## src/rtl/data_bus_watchdog.sv

```systemverilog
// Single-outstanding data bus bridge. Forwards the core request to the peripheral
// and synthesises an error response when grant or rvalid never arrives.
module data_bus_watchdog #(
  parameter int unsigned GNT_TIMEOUT = 16,
  parameter int unsigned RSP_TIMEOUT = 16
) (
  input  logic        clk,
  input  logic        rst,
  input  logic        s_data_req,
  input  logic        s_data_we,
  input  logic [3:0]  s_data_be,
  input  logic [31:0] s_data_addr,
  input  logic [31:0] s_data_wdata,
  output logic        s_data_gnt,
  output logic        s_data_rvalid,
  output logic        s_data_err,
  output logic [31:0] s_data_rdata,
  output logic        m_data_req,
  output logic        m_data_we,
  output logic [3:0]  m_data_be,
  output logic [31:0] m_data_addr,
  output logic [31:0] m_data_wdata,
  input  logic        m_data_gnt,
  input  logic        m_data_rvalid,
  input  logic        m_data_err,
  input  logic [31:0] m_data_rdata,
  output logic [7:0]  err_count,
  output logic [31:0] last_err_addr
);

  typedef enum logic [1:0] {IDLE, WAIT_RSP, ERR_RSP, DRAIN} state_t;

  // Counter value seen in the last allowed cycle of each wait.
  localparam logic [15:0] GNT_LAST = 16'(GNT_TIMEOUT - 1);
  localparam logic [15:0] RSP_LAST = 16'(RSP_TIMEOUT - 1);

  state_t      state_q, state_d;
  logic [15:0] cnt_q, cnt_d;
  logic [31:0] addr_q, addr_d;
  logic [7:0]  err_count_q, err_count_d;
  logic [31:0] last_err_addr_q, last_err_addr_d;
  logic        err_evt;
  logic [31:0] err_addr;

  assign m_data_we     = s_data_we;
  assign m_data_be     = s_data_be;
  assign m_data_addr   = s_data_addr;
  assign m_data_wdata  = s_data_wdata;
  assign err_count     = err_count_q;
  assign last_err_addr = last_err_addr_q;

  always_comb begin
    state_d       = state_q;
    cnt_d         = cnt_q;
    addr_d        = addr_q;
    m_data_req    = 1'b0;
    s_data_gnt    = 1'b0;
    s_data_rvalid = 1'b0;
    s_data_err    = 1'b0;
    s_data_rdata  = '0;
    err_evt       = 1'b0;
    err_addr      = addr_q;

    case (state_q)
      IDLE: begin
        m_data_req = s_data_req;
        s_data_gnt = m_data_gnt;
        cnt_d      = (!s_data_req || m_data_gnt) ? 16'd0 : cnt_q + 16'd1;
        if (s_data_req && m_data_gnt) begin
          addr_d  = s_data_addr;
          state_d = WAIT_RSP;
          cnt_d   = '0;
        end else if (s_data_req && cnt_q == GNT_LAST) begin
          // Grant the core ourselves but keep the peripheral from seeing it.
          m_data_req = 1'b0;
          s_data_gnt = 1'b1;
          addr_d     = s_data_addr;
          err_evt    = 1'b1;
          err_addr   = s_data_addr;
          state_d    = ERR_RSP;
          cnt_d      = '0;
        end
      end
      WAIT_RSP: begin
        cnt_d = cnt_q + 16'd1;
        if (m_data_rvalid) begin
          s_data_rvalid = 1'b1;
          s_data_err    = m_data_err;
          s_data_rdata  = m_data_rdata;
          state_d       = IDLE;
          cnt_d         = '0;
        end else if (cnt_q == RSP_LAST) begin
          s_data_rvalid = 1'b1;
          s_data_err    = 1'b1;
          err_evt       = 1'b1;
          state_d       = DRAIN;
          cnt_d         = '0;
        end
      end
      ERR_RSP: begin
        s_data_rvalid = 1'b1;
        s_data_err    = 1'b1;
        state_d       = IDLE;
        cnt_d         = '0;
      end
      DRAIN: begin
        // A late rvalid belongs to the abandoned request and is swallowed.
        cnt_d = cnt_q + 16'd1;
        if (m_data_rvalid || cnt_q == RSP_LAST) begin
          state_d = IDLE;
          cnt_d   = '0;
        end
      end
      default: begin
        state_d = IDLE;
        cnt_d   = '0;
      end
    endcase

    err_count_d     = (err_evt && err_count_q != 8'hFF) ? err_count_q + 8'd1 : err_count_q;
    last_err_addr_d = err_evt ? err_addr : last_err_addr_q;
  end

  always_ff @(posedge clk or posedge rst) begin
    if (rst) begin
      state_q         <= IDLE;
      cnt_q           <= '0;
      addr_q          <= '0;
      err_count_q     <= '0;
      last_err_addr_q <= '0;
    end else begin
      state_q         <= state_d;
      cnt_q           <= cnt_d;
      addr_q          <= addr_d;
      err_count_q     <= err_count_d;
      last_err_addr_q <= last_err_addr_d;
    end
  end

endmodule

```

## config.mk

```make
export PLATFORM = sky130hd
export DESIGN_NAME = data_bus_watchdog
export DESIGN_NICKNAME = d
export VERILOG_FILES = /design/src/rtl/data_bus_watchdog.sv
export SDC_FILE = /design/constraint.sdc
export NUM_CORES = 1
export LEC_CHECK = 0
export CORE_ASPECT_RATIO = 1.5
export CORE_MARGIN = 1
export CORE_UTILIZATION = 40
export DETAILED_ROUTE_END_ITERATION = 7
export PLACE_DENSITY = 0.85
export SYNTH_ARGS = -nofsm -noshare
export SYNTH_HDL_FRONTEND = slang
export SYNTH_SLANG_ARGS = --single-unit
```

## constraint.sdc

```tcl
create_clock -name clk -period 5.55 [get_ports clk]
set_input_delay 1.11 -clock clk [delete_from_list [all_inputs] [get_ports clk]]
set_output_delay 1.11 -clock clk [all_outputs]
set_load 0.1 [all_outputs]
```

==> flow_metrics.env, run 1 <==
export IMPL_status="finished clean"
export IMPL_dieHeight_um=138
export IMPL_fin_crit_sh_pct=77.1
export IMPL_cp_max_fo=38
export IMPL_crit_buf_inv=2
export IMPL_vias=4016
export IMPL_rr_worst_depth=8
export IMPL_die_x_um=92.9
export IMPL_synth_async_reset_ratio_pct=100
export IMPL_cts_made_buffers=9
export IMPL_area_delta_synth_final_pct=32.2
export IMPL_tightestPinTransition_ns=1.24
export IMPL_synth_edf_count=0
export IMPL_wire_per_inst_um=22.1
export IMPL_root_buffer="clkbuf_16"
export IMPL_synth_seq_cells=90
export IMPL_grt_pass1_wl_um=24100
export IMPL_hold_buffers=0
export IMPL_cp_cell_sequence="clkdlybuf4s50_1, a41oi_1, nor2_1, o21a_1, buf_4"
export IMPL_post_cts_resized=0
export IMPL_drt_initial_drc_count=162
export IMPL_worstPathRequired_ns=4.44
export IMPL_ant_nets=0
export IMPL_cts_buffer_depth=2
export IMPL_dr_pass1_iters=4
export IMPL_tns_ns=0
export IMPL_synth_fa_ha_area_share_pct=1.51
export IMPL_post_cts_buffers=0
export IMPL_max_vdd_ir_drop_uv=214
export IMPL_h_tree_depth=3
export IMPL_synth_top_cell_area_share_pct=45.4
export IMPL_place_area_sq_um=6250
export IMPL_hpwlAfterDp_um=12200
export IMPL_path_clk_slew_ns=0.07
export IMPL_synth_largest_area_cell="dfrtp_1"
export IMPL_route_detailed_drc=0
export IMPL_cp_top_family="buffers and inverters"
export IMPL_synthTopCellsByArea="dfrtp_1 (45%), buf_4 (11%), mux2_2 (7.3%)"
export IMPL_fin_util_pct=54.6
export IMPL_synthCells=477
export IMPL_synth_distinct_cells=43
export IMPL_synth_mux_area_share_pct=14.4
export IMPL_drive_above_1_share_pct=16.6
export IMPL_antenna_found_initial=4
export IMPL_die_area_sq_um=12900
export IMPL_gr_total_overflow=0
export IMPL_min_delay_path_depth=1
export IMPL_leakagePower_uw=0.00300
export IMPL_grt_max_degree=59
export IMPL_wirelength_um=16300
export IMPL_synth_seq_area_share_pct=45.4
export IMPL_critPathSlowestCell="clkdlybuf4s50_1"
export IMPL_finalHoldViolCount=0
export IMPL_slew_headroom_pct=17.0
export IMPL_cts_sinks=90
export IMPL_p_per_area_nw_per_um2=374
export IMPL_max_freq_mhz=234
export IMPL_synth_top_family_by_area="multiplexers"
export IMPL_synth_compound_area_share_pct=9.00
export IMPL_portBuffers=177
export IMPL_syn_area_sq_um=4960
export IMPL_cap_violations=0
export IMPL_slew_viol_final=0
export IMPL_via_per_inst=5.46
export IMPL_gp_congestion=0.817
export IMPL_cp_depth=5
export IMPL_start_kind="input pin"
export IMPL_initial_core_util_pct=41.3
export IMPL_ios=252
export IMPL_cp_end_kind="output pin"
export IMPL_fin_nets=688
export IMPL_synth_xor_area_share_pct=3.00
export IMPL_core_area_sq_um=12000
export IMPL_rows=49
export IMPL_worstSetupPathType="input pin to output pin"
export IMPL_first_global_vias=4234
export IMPL_synth_simple_gate_area_share_pct=12.9
export IMPL_period_minus_slack_ns=4.28
export IMPL_hp_class="flip-flop to flip-flop"
export IMPL_ys_flop_type="dfrtp_1"
export IMPL_syn_avg_cell_area_sq_um=10.4
export IMPL_cp_slowest_stage_delay_ns=1.01
export IMPL_critical_path_arrival_ns=3.17
export IMPL_design_area_sq_um=6560
export IMPL_clock_skew_ns=0.00908
export IMPL_yosys_warnings=0
export IMPL_setup_viol_count_final=0
export IMPL_syn_nets=590
export IMPL_clk_latency_ns=0.33
export IMPL_grtUsageTotal_pct=25.2
export IMPL_rsz0062_at_grt="false"
export IMPL_cts_tree="done"
-- worst register-to-register path: stages, from the launching register on --
cell and delay, ns:
dfrtp_1 0.41, inv_1 0.09, ha_1 0.25, nand3b_1 0.11, buf_4 0.52, o21a_1 0.87
or2_1 0.20, buf_4 0.34, o21ai_0 0.18
-- routing by layer --
metal	vias to the layer above	GRT usage, %	part of all wire [%]
met1	1955	25.9	34
met4	4	13.4	4.9
met5	-	0.397	0.19
met2	218	40.2	46
li1	1784	-	-
met3	55	14.2	15
-- report_power, final --
| group | internal [uW] | switching, uW | leakage, uW | total [uW] |
|---|---|---|---|---|
| clock | 364 | 251 | 0.000142 | 615 |
| combinational | 329 | 652 | 0.00169 | 981 |
| sequential | 787 | 71.8 | 0.00117 | 859 |
| total | 1480 | 976 | 0.00300 | 2450 |
-- cell usage in the layout (no fill, tap or decap), drive strengths merged, types with 2 or more instances in the layout --
master | synthesis | routed
dfrtp | 90 | 90
nor3 | 6 | 6
mux2 | 34 | 34
nor4 | 11 | 11
clkinvlp | 0 | 2
nand2 | 13 | 13
nand4 | 5 | 5
diode | 0 | 2
or2 | 2 | 2
inv | 13 | 13
and3 | 33 | 33
a21oi | 6 | 6
nor2 | 23 | 23
ha | 6 | 6
xnor2 | 9 | 9
clkdlybuf4s50 | 0 | 142
buf | 75 | 40
clkinv | 0 | 2
nand3 | 7 | 7
o21a | 3 | 3
xor2 | 8 | 8
o21ai | 65 | 65
mux2i | 33 | 33
clkbuf | 20 | 11
-- area by class of cell --
type / instances / area [sq um]
Sequential cell: 90 / 2250
Inverter: 13 / 50.0
Fill cell: 1064 / 5460
Clock inverter: 5 / 62.6
Antenna cell: 2 / 5.00
Clock buffer: 11 / 243
Timing Repair Buffer: 182 / 1720
Multi-Input combinational cell: 279 / 2030
Tap cell: 153 / 191
-- flip-flops by register name, indices dropped and copies added (netlist names) --
| register | count |
|---|---|
| state_q | 2 |
| last_err_addr | 32 |
| cnt_q | 16 |
| addr_q | 32 |
| err_count | 8 |
-- cell families (layout without fill, tap and decap cells) --
family / after synthesis / after routing
AOI/OAI and AO/OA: 81 / 81
and+or+nand+nor: 108 / 108
xor gates and xnor gates: 17 / 17
buffers and inverters: 108 / 211
other: 0 / 2
muxes: 67 / 67
adders and majority gates: 6 / 6
DFF: 90 / 90
-- synthesized netlist by cell type (2+ instances only) --
| library cell | n |
|---|---|
| xnor2_1 | 9 |
| a21oi_1 | 5 |
| nand2_1 | 13 |
| nand3_1 | 7 |
| nor3_1 | 6 |
| clkbuf_1 | 20 |
| and3_1 | 33 |
| buf_2 | 2 |
| nor4_4 | 3 |
| mux2_1 | 2 |
| inv_1 | 13 |
| ha_1 | 6 |
| xor2_1 | 8 |
| nor4_1 | 8 |
| nor2_1 | 23 |
| o21ai_1 | 11 |
| o21a_1 | 3 |
| o21ai_0 | 54 |
| buf_4 | 72 |
| mux2i_1 | 33 |
| mux2_2 | 32 |
| dfrtp_1 | 90 |
| nand4_1 | 4 |
-- per-stage QoR --
step	total power [uW]	std cells	hold slack, ns	worst slack, ns
2_1_floorplan	1740	477	0.455	0.811
3_3_place_gp	1820	717	0.467	1.32
3_5_place_dp	1860	717	0.484	1.19
4_1_cts	2480	733	0.493	1.23
5_1_grt	2580	734	0.510	1.08
6_report	2450	735	0.497	1.27
-- final timing paths --
| kind | from | endpoint | slack, ns |
|---|---|---|---|
| max | m_data_rvalid | s_data_rvalid | 1.27 |
| min | addr_q[26]$_DFFE_PP0P_ | addr_q[26]$_DFFE_PP0P_ | 0.50 |
| max reg2reg | state_q[1]$_DFFE_PP0P_ | last_err_addr[1]$_DFFE_PP0P_ | 2.43 |
| min reg2reg | addr_q[26]$_DFFE_PP0P_ | addr_q[26]$_DFFE_PP0P_ | 0.50 |
| max in group asynchronous | rst | addr_q[15]$_DFFE_PP0P_ | 3.23 |
| min in group asynchronous | rst | state_q[0]$_DFFE_PP0P_ | 1.33 |
No activity file was read; power rests on OpenSTA's default activity.
==> run 2: changes to the inputs <==
- CORE_UTILIZATION: 40 -> 37
- PLACE_DENSITY: 0.85 -> 0.83
- clock period: 5.55 -> 3.7 ns (I/O delays scaled with it)
==> run 2 against run 1 <==
Non-clock buffer count increased by 3. Clock power grew 47%. Register-to-register slack lost 1.6 ns. Clock skew shrank 0.0014 ns. Via count fell by 1.5%. Design area grew 5.8%. First-iteration DRC count fell by 1.9%.
==> flow_metrics.env, run 2 (synthesis results as in run 1) <==
export IMPL_dp_cells=726
export IMPL_core_area_sq_um=13000
export IMPL_rr_worst_depth=6
export IMPL_final_cell_mix="clkdlybuf4s50_1 (109), dfrtp_1 (90), o21ai_0 (53)"
export IMPL_critPathSlowestCell="ha_1"
export IMPL_first_global_vias=4004
export IMPL_cts_buffer_depth=2
export IMPL_worstReg2RegStart="state_q[1]$_DFFE_PP0P_"
export IMPL_max_vdd_ir_drop_uv=420
export IMPL_hold_buffers=0
export IMPL_initial_core_util_pct=38.1
export IMPL_p_per_area_nw_per_um2=545
export IMPL_cp_slowest_stage_delay_ns=0.81
export IMPL_design_area_sq_um=6940
export IMPL_path_clk_slew_ns=0.06
export IMPL_ant_nets=0
export IMPL_drive_above_1_share_pct=22.5
export IMPL_slew_headroom_pct=31.3
export IMPL_post_cts_buffers=0
export IMPL_route_detailed_drc=0
export IMPL_tns_ns=0
export IMPL_drt_initial_drc_count=159
export IMPL_fin_nets=691
export IMPL_portBuffers=177
export IMPL_start_kind="flip-flop"
export IMPL_diodes=0
export IMPL_ios=252
export IMPL_cts_made_buffers=9
export IMPL_finalHoldViolCount=0
export IMPL_grt_pass1_wl_um=23100
export IMPL_rows=51
export IMPL_min_delay_path_depth=1
export IMPL_hp_class="flip-flop to flip-flop"
export IMPL_clk_latency_ns=0.34
export IMPL_cts_sinks=90
export IMPL_area_delta_synth_final_pct=39.9
export IMPL_fin_crit_sh_pct=86.2
export IMPL_dr_pass1_iters=5
export IMPL_grtUsageTotal_pct=23.6
export IMPL_clock_skew_ns=0.00769
export IMPL_via_per_inst=5.34
export IMPL_worstPathRequired_ns=2.96
export IMPL_vias=3957
export IMPL_r2r_end="err_count[6]$_DFFE_PP0P_"
export IMPL_gp_congestion=0.797
export IMPL_cpMostUsedCell="inv_1"
export IMPL_wire_per_inst_um=21.7
export IMPL_place_area_sq_um=6640
export IMPL_cts_tree="done"
export IMPL_max_freq_mhz=313
export IMPL_period_minus_slack_ns=3.19
export IMPL_die_area_sq_um=13900
export IMPL_hp_start="cnt_q[0]$_DFF_PP0_"
export IMPL_cp_end_kind="output pin"
export IMPL_tightestPinTransition_ns=1.03
export IMPL_post_cts_resized=0
export IMPL_final_common_cell="clkdlybuf4s50_1"
export IMPL_cp_cell_sequence="inv_1, ha_1, inv_1, nor2_1, o21a_1, buf_12"
export IMPL_rsz0062_at_grt="false"
export IMPL_gr_total_overflow=0
export IMPL_cap_violations=0
export IMPL_fin_util_pct=53.3
export IMPL_hpwlAfterDp_um=12800
export IMPL_die_x_um=96.5
export IMPL_final_cells=741
export IMPL_r2r_setup_slack_ns=0.88
export IMPL_h_tree_depth=3
export IMPL_grt_max_degree=52
export IMPL_power_uw=3780
export IMPL_status="finished clean"
export IMPL_dieHeight_um=144
export IMPL_antenna_found_initial=1
export IMPL_wirelength_um=16100
export IMPL_cp_max_fo=35
export IMPL_leakagePower_uw=0.00315
export IMPL_slew_viol_final=0
export IMPL_critical_path_arrival_ns=2.45
export IMPL_root_buffer="clkbuf_16"
export IMPL_crit_path_start="state_q[1]$_DFFE_PP0P_"
export IMPL_setup_viol_count_final=0
export IMPL_worstSetupPathType="flip-flop to output pin"
export IMPL_worstHoldEndpoint="cnt_q[0]$_DFF_PP0_"
[run 2: layer usage]
layer / vias up / global-route usage, % / part of all wire, %
met5: - / 0 / 0
met4: 0 / 10.5 / 4.2
met3: 44 / 15.3 / 17
met2: 199 / 39.9 / 49
met1: 1912 / 21.6 / 29
li1: 1802 / - / -
[run 2: layout make-up]
cell class	instances	area, sq um
Tap cell	159	199
Fill cell	1123	6080
Timing Repair Buffer	185	2110
Multi-Input combinational cell	279	2030
Clock buffer	11	243
Sequential cell	90	2250
Inverter	13	50.0
Clock inverter	4	52.6
[run 2: critical path: cells and delay by family, from the launching register on]
family | cells | cell delay, ns
adder cells (fa/ha/maj) | 1 | 0.81
AND/OR/NAND/NOR | 1 | 0.15
AO/OA/AOI/OAI | 1 | 0.25
flip-flops | 1 | 0.43
buffers and inverters | 3 | 0.48
[run 2: how the worst max path moves through the flow]
stage                                    end  cells past startpoint  slack [ns]
2_1_floorplan                     s_data_err                      6        0.26
3_3_place_gp                      s_data_gnt                      5        0.74
3_5_place_dp   last_err_addr[18]$_DFFE_PP0P_                      6        0.69
4_1_cts                        s_data_rvalid                      6        0.49
5_1_grt                        s_data_rvalid                      6        0.33
6_report                       s_data_rvalid                      6        0.51
[run 2: through the flow]
step / hold slack [ns] / worst slack (ns)
final: 0.489 / 0.509
after global routing: 0.505 / 0.331
after CTS: 0.486 / 0.491
after detailed placement: 0.478 / 0.685
after global placement: 0.467 / 0.744
after floorplan: 0.455 / 0.258
[run 2: report_power, final]
part | internal, uW | leakage, uW | switching (uW)
Sequential | 1180 | 0.00117 | 106
Combinational | 607 | 0.00184 | 987
Clock | 539 | 0.000146 | 362
Total | 2330 | 0.00315 | 1460
==> run 3: changes to the inputs <==
- CELL_PAD_IN_SITES_DETAIL_PLACEMENT: unset -> 0
- CELL_PAD_IN_SITES_GLOBAL_PLACEMENT: unset -> 1
- CORE_UTILIZATION: 37 -> 27
- SKIP_LAST_GASP: unset -> 1
==> run 3 against run 2 <==
Utilization down 14 points. First-iteration DRC count down 30%. Clock power down 4.4%. Sequential share of layout area down 0.28 points. Design area up 0.88%. Power down 1.7%. Largest cell class unchanged. Combinational power about the same. Critical path depth unchanged. Fmax up 1.9%. Largest power group unchanged. Clock-buffer cell count unchanged. Register-to-register slack better by 0.23 ns. Highest routed layer unchanged. Routed wire length down 22%.
==> flow_metrics.env, run 3 (synthesis results as in run 1) <==
export IMPL_status="finished clean"
export IMPL_via_per_inst=4.76
export IMPL_setup_viol_count_final=0
export IMPL_rows=60
export IMPL_fin_crit_sh_pct=84.6
export IMPL_route_detailed_drc=0
export IMPL_gr_total_overflow=0
export IMPL_portBuffers=177
export IMPL_diodes=0
export IMPL_grtUsageTotal_pct=13.5
export IMPL_pre_cts_ws_ns=0.644
export IMPL_ant_nets=0
export IMPL_clock_skew_ns=0.0113
export IMPL_tightestPinTransition_ns=1.14
export IMPL_cts_buffer_depth=2
export IMPL_path_clk_slew_ns=0.07
export IMPL_h_tree_depth=3
export IMPL_leakagePower_uw=0.00314
export IMPL_grt_max_degree=50
export IMPL_cp_max_fo=19
export IMPL_die_x_um=113
export IMPL_final_common_cell="clkdlybuf4s50_1"
export IMPL_vias=3816
export IMPL_drive_above_1_share_pct=23.1
export IMPL_antenna_found_initial=0
export IMPL_rsz0062_at_grt="false"
export IMPL_period_minus_slack_ns=3.13
export IMPL_finalWorstSetupSlack_ns=0.569
export IMPL_r2r_setup_slack_ns=1.11
export IMPL_wire_per_inst_um=15.6
export IMPL_hpwlAfterDp_um=9200
export IMPL_max_freq_mhz=319
export IMPL_worstReg2RegStart="cnt_q[0]$_DFF_PP0_"
export IMPL_ios=252
export IMPL_area_delta_synth_final_pct=41.1
export IMPL_post_cts_buffers=0
export IMPL_p_per_area_nw_per_um2=531
export IMPL_slew_viol_final=0
export IMPL_fin_util_pct=39.0
export IMPL_core_area_sq_um=17900
export IMPL_max_vdd_ir_drop_uv=283
export IMPL_cp_cell_sequence="ha_1, and3_1, nand4_4, o21a_1, o21ai_1, buf_12"
export IMPL_finalHoldViolCount=0
export IMPL_die_area_sq_um=18900
export IMPL_initial_core_util_pct=27.6
export IMPL_cap_violations=0
export IMPL_start_kind="flip-flop"
export IMPL_slew_headroom_pct=24.1
export IMPL_dr_pass1_iters=4
export IMPL_worstPathRequired_ns=2.96
export IMPL_worstSetupPathType="flip-flop to output pin"
export IMPL_wirelength_um=12500
export IMPL_clk_latency_ns=0.34
export IMPL_cp_slowest_stage_delay_ns=0.40
export IMPL_final_cell_mix="clkdlybuf4s50_1 (107), dfrtp_1 (90), o21ai_0 (53)"
export IMPL_cts_made_buffers=9
export IMPL_hold_buffers=0
export IMPL_hp_start="addr_q[26]$_DFFE_PP0P_"
export IMPL_root_buffer="clkbuf_16"
export IMPL_fillerInstances=1712
export IMPL_grt_pass1_wl_um=20200
export IMPL_dieHeight_um=168
export IMPL_first_global_vias=3956
export IMPL_tns_ns=0
export IMPL_cts_tree="done"
export IMPL_critPathSlowestCell="dfrtp_1"
export IMPL_post_cts_resized=0
export IMPL_gp_congestion=0.718
export IMPL_hp_class="flip-flop to flip-flop"
export IMPL_cts_sinks=90
export IMPL_cp_end_kind="output pin"
export IMPL_drt_initial_drc_count=112
export IMPL_fin_nets=692
export IMPL_crit_path_start="cnt_q[0]$_DFF_PP0_"
export IMPL_critical_path_arrival_ns=2.39
[run 3: cell types whose count changed in the layout (fill, tap and decap cells not counted), sizes merged]
cell / change
clkinv: -3
clkinvlp: +4
bufinv: -1
clkdlybuf4s50: -2
buf: +3
inv: +1
[run 3: area by class of cell]
type / instances / area, sq um / area share (%)
inverters: 13 / 50.0 / 0.715
well taps: 217 / 272 / 3.88
clock buffers: 11 / 243 / 3.47
clock inverters: 5 / 38.8 / 0.554
multi-input cells: 279 / 2030 / 29.0
repair buffers: 186 / 2110 / 30.2
flip-flops and latches: 90 / 2250 / 32.2
[run 3: report_power, final]
part	internal (uW)	switching [uW]
registers	1180	99.7
clock network	476	386
logic	610	965
total	2270	1450
[run 3: per-layer routing]
layer,track usage (%),wire length [um],vias to the layer above
met5,0,0,-
met4,6.49,401,0
met3,3.02,819,39
met2,24.6,6490,146
met1,14.6,4750,1835
li1,-,-,1796
[run 3: final timing paths]
check	endpoint	cells after the start
worst max-delay path	s_data_err	6
worst min-delay path	addr_q[26]$_DFFE_PP0P_	1
worst max register to register	last_err_addr[18]$_DFFE_PP0P_	5
worst min register to register	addr_q[26]$_DFFE_PP0P_	1
max in group asynchronous	last_err_addr[18]$_DFFE_PP0P_	3
min in group asynchronous	addr_q[5]$_DFFE_PP0P_	2
[run 3: critical path: cells and delay by family (launching register included)]
family / cells / cell delay (ns)
simple gates: 2 / 0.67
compound gates: 2 / 0.53
flops: 1 / 0.40
fa+ha+maj: 1 / 0.23
buf+inv: 1 / 0.21
[run 3: stage by stage]
| step | std cells | cell area, sq um | power, uW | hold slack (ns) |
|---|---|---|---|---|
| after floorplan | 477 | 4960 | 2610 | 0.455 |
| after global placement | 785 | 6720 | 2870 | 0.468 |
| after detailed placement | 785 | 6720 | 2890 | 0.479 |
| after CTS | 801 | 7000 | 3770 | 0.495 |
| after global routing | 801 | 7000 | 3930 | 0.515 |
| final | 801 | 7000 | 3720 | 0.493 |
==> variant 1, RTL diff (config.mk and constraints of run 2) <==
`addr_q` and `last_err_addr_q` no longer have a reset.
--- a/src/rtl/data_bus_watchdog.sv
+++ b/src/rtl/data_bus_watchdog.sv
@@ -125,16 +125,17 @@
     if (rst) begin
       state_q         <= IDLE;
       cnt_q           <= '0;
-      addr_q          <= '0;
       err_count_q     <= '0;
-      last_err_addr_q <= '0;
     end else begin
       state_q         <= state_d;
       cnt_q           <= cnt_d;
-      addr_q          <= addr_d;
       err_count_q     <= err_count_d;
-      last_err_addr_q <= last_err_addr_d;
     end
+  end
+
+  always_ff @(posedge clk) begin
+    addr_q          <= addr_d;
+    last_err_addr_q <= last_err_addr_d;
   end
 
 endmodule
Check against the original RTL: same outputs for any inputs over 4 cycles, from zero or initial values and one cycle with rst high; that may be too few to reach the edited logic, so the function may still have changed.
==> variant 1 against run 2 <==
Via count is 12% lower. Area after synthesis up 5.5%. Global-route usage decreased by 8.1 points. Design area increased by 1.8%. Setup slack improved by 130 ps. Wire length decreased by 30%. Sequential cell count is the same. Sequential share of layout area rose by 4.0 points. Count of clock-buffer cells in the layout decreased by 2. Synthesized cell count fell by 15%. First-iteration DRC count fell by 14%. Critical path depth shrank 2. Total power increased by 6.9%. Largest cell class unchanged. Largest power group unchanged.
==> variant 1: results (changes against run 2) <==
- Fraction of layout instances using a drive strength above 1: 34.5% (+12 points)
* R2r setup slk: 990 ps (+110 ps)
- Detailed Route Iter0 Violations: 136 (-14%)
* Post-placement cell count: 656 (-9.6%)
* Data arrival time at the worst-slack endpoint: 2320 ps (-130 ps)
* Share of async-settable or async-resettable flops after synthesis: 28.9% (-71 points)
* Via count of the first global-routing pass: 3,473 (-13%)
- First-pass GRT wire length: 17,700 um (-24%)
* Net count of the mapped netlist: 517 (-12%)
- Number of cells traversed by the worst register-to-register path: 5 (-1)
- The maximum fanout count along the critical path came to 23 (-34%).
- The count of cell types in the netlist was 52 (+21%).
* Mean Syn Cell Area: 13.0 sq um (+25%)
- The leakage power summed over all cells came to 2.79 nW (-12%).
* Sequential element share of the synthesized area: 49.1% (+3.7 points)
- The routability congestion estimate from global placement came to 0.800 (+0.44%).
* Average wire per cell in the routed design: 16.8 um (-22%)
- The number of warnings issued by yosys is 0 (unchanged).
- Post-Layout Cell Count: 672 (-9.3%)
- The number of iterations in the first detailed-routing pass came to 5 (unchanged).
- Kind of start point of the critical path: input port
- The number of enable-type register cells in the synthesized netlist came to 64 (+64).
- The clock transition time at the flip-flop clock pins of the worst setup and hold paths was 60 ps (about the same).
- The commonest cells after synthesis are 72 x sky130_fd_sc_hd__buf_4, 64 x sky130_fd_sc_hd__edfxtp_1, 34 x sky130_fd_sc_hd__mux2_2, 32 x sky130_fd_sc_hd__and3_1, 30 x sky130_fd_sc_hd__mux2_4.
- In this run the critical register-to-register path is captured at last_err_addr[26]$_DFFE_PP_.
- By area the synthesized netlist is led by sky130_fd_sc_hd__edfxtp_1 37%, sky130_fd_sc_hd__dfrtp_1 12%, sky130_fd_sc_hd__buf_4 10%.
* Final net count: 618 (-11%)
- The maximum number of pins on one net before global-route repair is 38 (-27%).
* Worst vdd rail ir drop: 0.210 mV (-50%)
- The number of antenna violations at the first check in global routing came to 0 (-1).
- GR Util All Layers: 15.4% (-8.1 points)
- Internal cell power: 0.00258 W (+11%)
- The transition time of the tightest slew-check pin is 1020 ps (-2.73 ps).
- The run finished with clean final reports.
- Final clock skew: 6.66 ps (-1.04 ps)
variant 1: cell types whose count changed after synthesis, sizes merged, moves of 3 or more:
cell,change
mux2,+31
buf,+8
nor2,-18
a21oi,+6
xnor2,-4
edfxtp,+64
inv,-7
nor4,-4
dfrtp,-64
mux2i,-32
xor2,+3
clkbuf,-13
o21ai,-58
variant 1: worst max-delay path by stage:
stage                           startpoint                        to  slack, ps  depth (start not counted)
detailed placement           m_data_rvalid  err_count[6]$_DFFE_PP0P_        650                          5
finish                       m_data_rvalid           s_data_rdata[6]        640                          4
CTS                          m_data_rvalid           s_data_rdata[6]        630                          4
global route        state_q[1]$_DFFE_PP0P_                s_data_err        530                          5
global placement             m_data_rvalid          s_data_rdata[19]        750                          4
floorplan               cnt_q[0]$_DFF_PP0_                s_data_err        460                          6
variant 1: critical path, stage by stage:
cell                              delay, ps
sky130_fd_sc_hd__clkdlybuf4s50_1        860
sky130_fd_sc_hd__buf_4                  290
sky130_fd_sc_hd__and3_1                 230
sky130_fd_sc_hd__buf_12                 190
variant 1: layer usage:
metal  part of all wire [%]  track usage (%)  up-vias
li1                       -                -     1615
met1                     38             17.8     1699
met2                     53             26.4      119
met3                    6.1             4.35       30
met4                    2.9             6.99        0
met5                      0                0        -
variant 1: cell type report:
cell class | count | area (sq um)
Timing Repair Buffer | 180 | 2060
Clock inverter | 7 | 45.0
Multi-Input combinational cell | 218 | 1940
Clock buffer | 9 | 225
Tap cell | 162 | 203
Fill cell | 1130 | 6600
Inverter | 6 | 22.5
Sequential cell | 90 | 2570
variant 1: metrics by stage:
stage | cell area [sq um] | hold WS [ps] | util [%] | setup WS, ps
after floorplan | 5240 | 448 | - | 462
after global placement | 6800 | 466 | 49.7 | 753
after detailed placement | 6800 | 490 | 49.7 | 647
after CTS | 7070 | 498 | 51.7 | 633
after global routing | 7070 | 527 | 51.7 | 534
final | 7070 | 495 | 51.7 | 640
variant 1: cells by family after synthesis:
kind of cell               synth area share [%]
AOI/OAI and AO/OA                          5.57
and+or+nand+nor                            11.0
xor gates and xnor gates                   2.68
muxes                                      16.3
buffers and inverters                      13.9
DFF                                        49.1
adders and majority gates                  1.43
variant 1: power groups by stage:
stage | logic [W] | clock network, W | registers (W)
2_1_floorplan | 0.00144 | 0 | 0.00152
3_3_place_gp | 0.00165 | 0 | 0.00153
3_5_place_dp | 0.00170 | 0 | 0.00156
4_1_cts | 0.00170 | 0.000842 | 0.00154
5_1_grt | 0.00177 | 0.000885 | 0.00156
6_report | 0.00169 | 0.000820 | 0.00154
==> variant 2, RTL diff (settings of run 2) <==
Made on the original files. `GNT_TIMEOUT`: 16 -> 15.
--- a/src/rtl/data_bus_watchdog.sv
+++ b/src/rtl/data_bus_watchdog.sv
@@ -1,7 +1,7 @@
 // Single-outstanding data bus bridge. Forwards the core request to the peripheral
 // and synthesises an error response when grant or rvalid never arrives.
 module data_bus_watchdog #(
-  parameter int unsigned GNT_TIMEOUT = 16,
+  parameter int unsigned GNT_TIMEOUT = 15,
   parameter int unsigned RSP_TIMEOUT = 16
 ) (
   input  logic        clk,
Formal check against the unedited RTL: no difference found for any inputs over 4 cycles, from zero or initial values and one cycle with rst high; that may be too few to reach the edited logic, so the function may still have changed.
==> variant 2 against run 2 <==
Design area fell by 1.7%. Area after synthesis fell by 0.93%. Count of clock-buffer cells in the layout fell by 1. Total power fell by 1.9%. Sequential cell count did not move. Die area fell by 0.92%. Setup slack improved by 220 ps. Wire length fell by 22%. First-iteration DRC count fell by 51%. Largest cell class unchanged. Highest routed layer unchanged.
==> variant 2: results (changes against run 2) <==
- Run status: complete, no violations
* Worst-path fanout max: 27 (-23%)
- The share of synthesized cell area in full adder, half adder and majority cells is 1.78% (+0.27 points).
- Net count of the mapped netlist: 581 (-1.5%)
- GR Util All Layers: 18.4% (-5.1 points)
- The parity-gate share of the synthesized area counting xor and xnor cells came to 3.21% (+0.21 points).
- Root buffer selected by CTS: sky130_fd_sc_hd__clkbuf_16
- The portion of netlist area occupied by mux cells was 14.5% (+0.16 points).
* Number of inserted filler cells in the final layout: 1,101 (-2.0%)
- Data arrival time at the worst-slack endpoint: 2230 ps (-220 ps)
- The DRC violation total after the first TritonRoute iteration came to 78 (-51%).
- Leading post-synthesis cells by cell area: sky130_fd_sc_hd__dfrtp_1 46%, sky130_fd_sc_hd__buf_4 11%, sky130_fd_sc_hd__mux2_1 7.6%
- After synthesis, the most frequently instantiated cells are 90 x sky130_fd_sc_hd__dfrtp_1, 70 x sky130_fd_sc_hd__buf_4, 53 x sky130_fd_sc_hd__nor2_1, 41 x sky130_fd_sc_hd__and3_1, 34 x sky130_fd_sc_hd__a21oi_1.
* Fraction of layout instances using a drive strength above 1: 17.6% (-4.9 points)
- The path class of the tightest hold or removal check is flop to flop.
- Count of flip-flops with a built-in enable after synthesis: 0 (unchanged)
- Clock buffer count from CTS: 9 (unchanged)
* Final clock skew: 9.82 ps (+2.13 ps)
- Sequential element share of the synthesized area: 45.8% (+0.43 points)
- Compound-gate portion of the synthesized area: 6.16% (-2.8 points)
- The routability congestion estimate from global placement was 0.823 (+3.3%).
- The number of global-route vias before repair is 3,917 (-2.2%).
* Count of unique library cells instantiated by Yosys: 40 (-7.0%)
- Share of total power consumed by net switching: 40.1% (+1.6 points)
- The final net count was 684 (-1.0%).
* Number of antenna violations at the first check in global routing: 0 (-1)
* First-pass GRT wire length: 19,100 um (-17%)
- Post-detail-place hpwl: 9720 um (-24%)
- Maximum number of pins on one net before global-route repair: 53 (+1.9%)
- The instance area at placement was 0.00655 sq mm (-1.5%).
- The multi-input logic area came to 0.00198 sq mm (-2.5%).
- Transition time at the pin with the least slew margin: 996 ps (-31.7 ps)
* Number of detailed-routing iterations run before antenna repair: 4 (-1)
- The leakage power summed over all cells was 3.01 nW (-4.5%).
* Via-per-instance ratio: 5.08 (-4.8%)
* Worst vdd rail ir drop: 0.338 mV (-19%)
- The wire length per cell came to 17.0 um (-21%).
==> variant 2: changes by cell type in the layout (fill, tap and decap cells not counted), moves of 6 or more <==
cell	change
sky130_fd_sc_hd__nor4_1	-8
sky130_fd_sc_hd__a21oi_1	+29
sky130_fd_sc_hd__mux2_2	-30
sky130_fd_sc_hd__nand2_1	-6
sky130_fd_sc_hd__and3_1	+8
sky130_fd_sc_hd__o21ai_1	-11
sky130_fd_sc_hd__nor2_1	+30
sky130_fd_sc_hd__o21ai_0	-49
sky130_fd_sc_hd__mux2_1	+31
==> variant 2: final timing paths <==
kind | cells past startpoint | end | slack (ps) | start
min in group asynchronous | 2 | addr_q[1]$_DFFE_PP0P_ | 830 | rst
setup reg to reg | 8 | last_err_addr[10]$_DFFE_PP0P_ | 1240 | state_q[1]$_DFFE_PP0P_
setup / recovery | 6 | s_data_rvalid | 730 | m_data_rvalid
hold reg to reg | 1 | addr_q[2]$_DFFE_PP0P_ | 490 | addr_q[2]$_DFFE_PP0P_
hold / removal | 1 | addr_q[2]$_DFFE_PP0P_ | 490 | addr_q[2]$_DFFE_PP0P_
max in group asynchronous | 3 | addr_q[18]$_DFFE_PP0P_ | 2160 | rst
==> variant 2: per-layer routing <==
metal / share of wire [%] / global-route usage [%] / up-vias
met4: 4.8 / 11.1 / 0
met2: 56 / 35.8 / 144
met5: 0 / 0 / -
met1: 32 / 16.4 / 1784
li1: - / - / 1740
met3: 7.4 / 4.31 / 58
==> variant 2: area by class of cell <==
cell class,count,area share [%]
timing repair buffer,183,30.5
inverter,8,0.458
multi-input combinational,278,29.0
tap,159,2.92
sequential,90,33.0
clock buffer,10,3.50
clock inverter,5,0.568
==> variant 2: critical path, stage by stage <==
cell                              delay (ps)
sky130_fd_sc_hd__clkdlybuf4s50_1         600
sky130_fd_sc_hd__buf_4                   260
sky130_fd_sc_hd__inv_1                    90
sky130_fd_sc_hd__a21boi_0                160
sky130_fd_sc_hd__o21a_1                  180
sky130_fd_sc_hd__buf_12                  180
==> variant 2: cell families after synthesis <==
kind of cell               Yosys count
AOI/OAI and AO/OA                   51
xor gates and xnor gates            18
adders and majority gates            7
buffers and inverters               99
DFF                                 90
muxes                               67
and+or+nand+nor                    135
==> variant 2: power by group through the flow <==
stage	clock network (W)	logic, W	registers (W)
after CTS	0.000878	0.00158	0.00129
after global routing	0.000922	0.00164	0.00132
after detailed placement	0	0.00158	0.00131
after floorplan	0	0.00129	0.00127
final	0.000855	0.00156	0.00129
after global placement	0	0.00154	0.00129
==> variant 2: through the flow <==
| step | cells | hold slack, ps | worst slack, ps |
|---|---|---|---|
| finish | 733 | 487 | 732 |
| CTS | 733 | 492 | 733 |
| global route | 733 | 509 | 556 |
| global placement | 718 | 466 | 740 |
| detailed placement | 718 | 479 | 737 |
| floorplan | 467 | 458 | 505 |
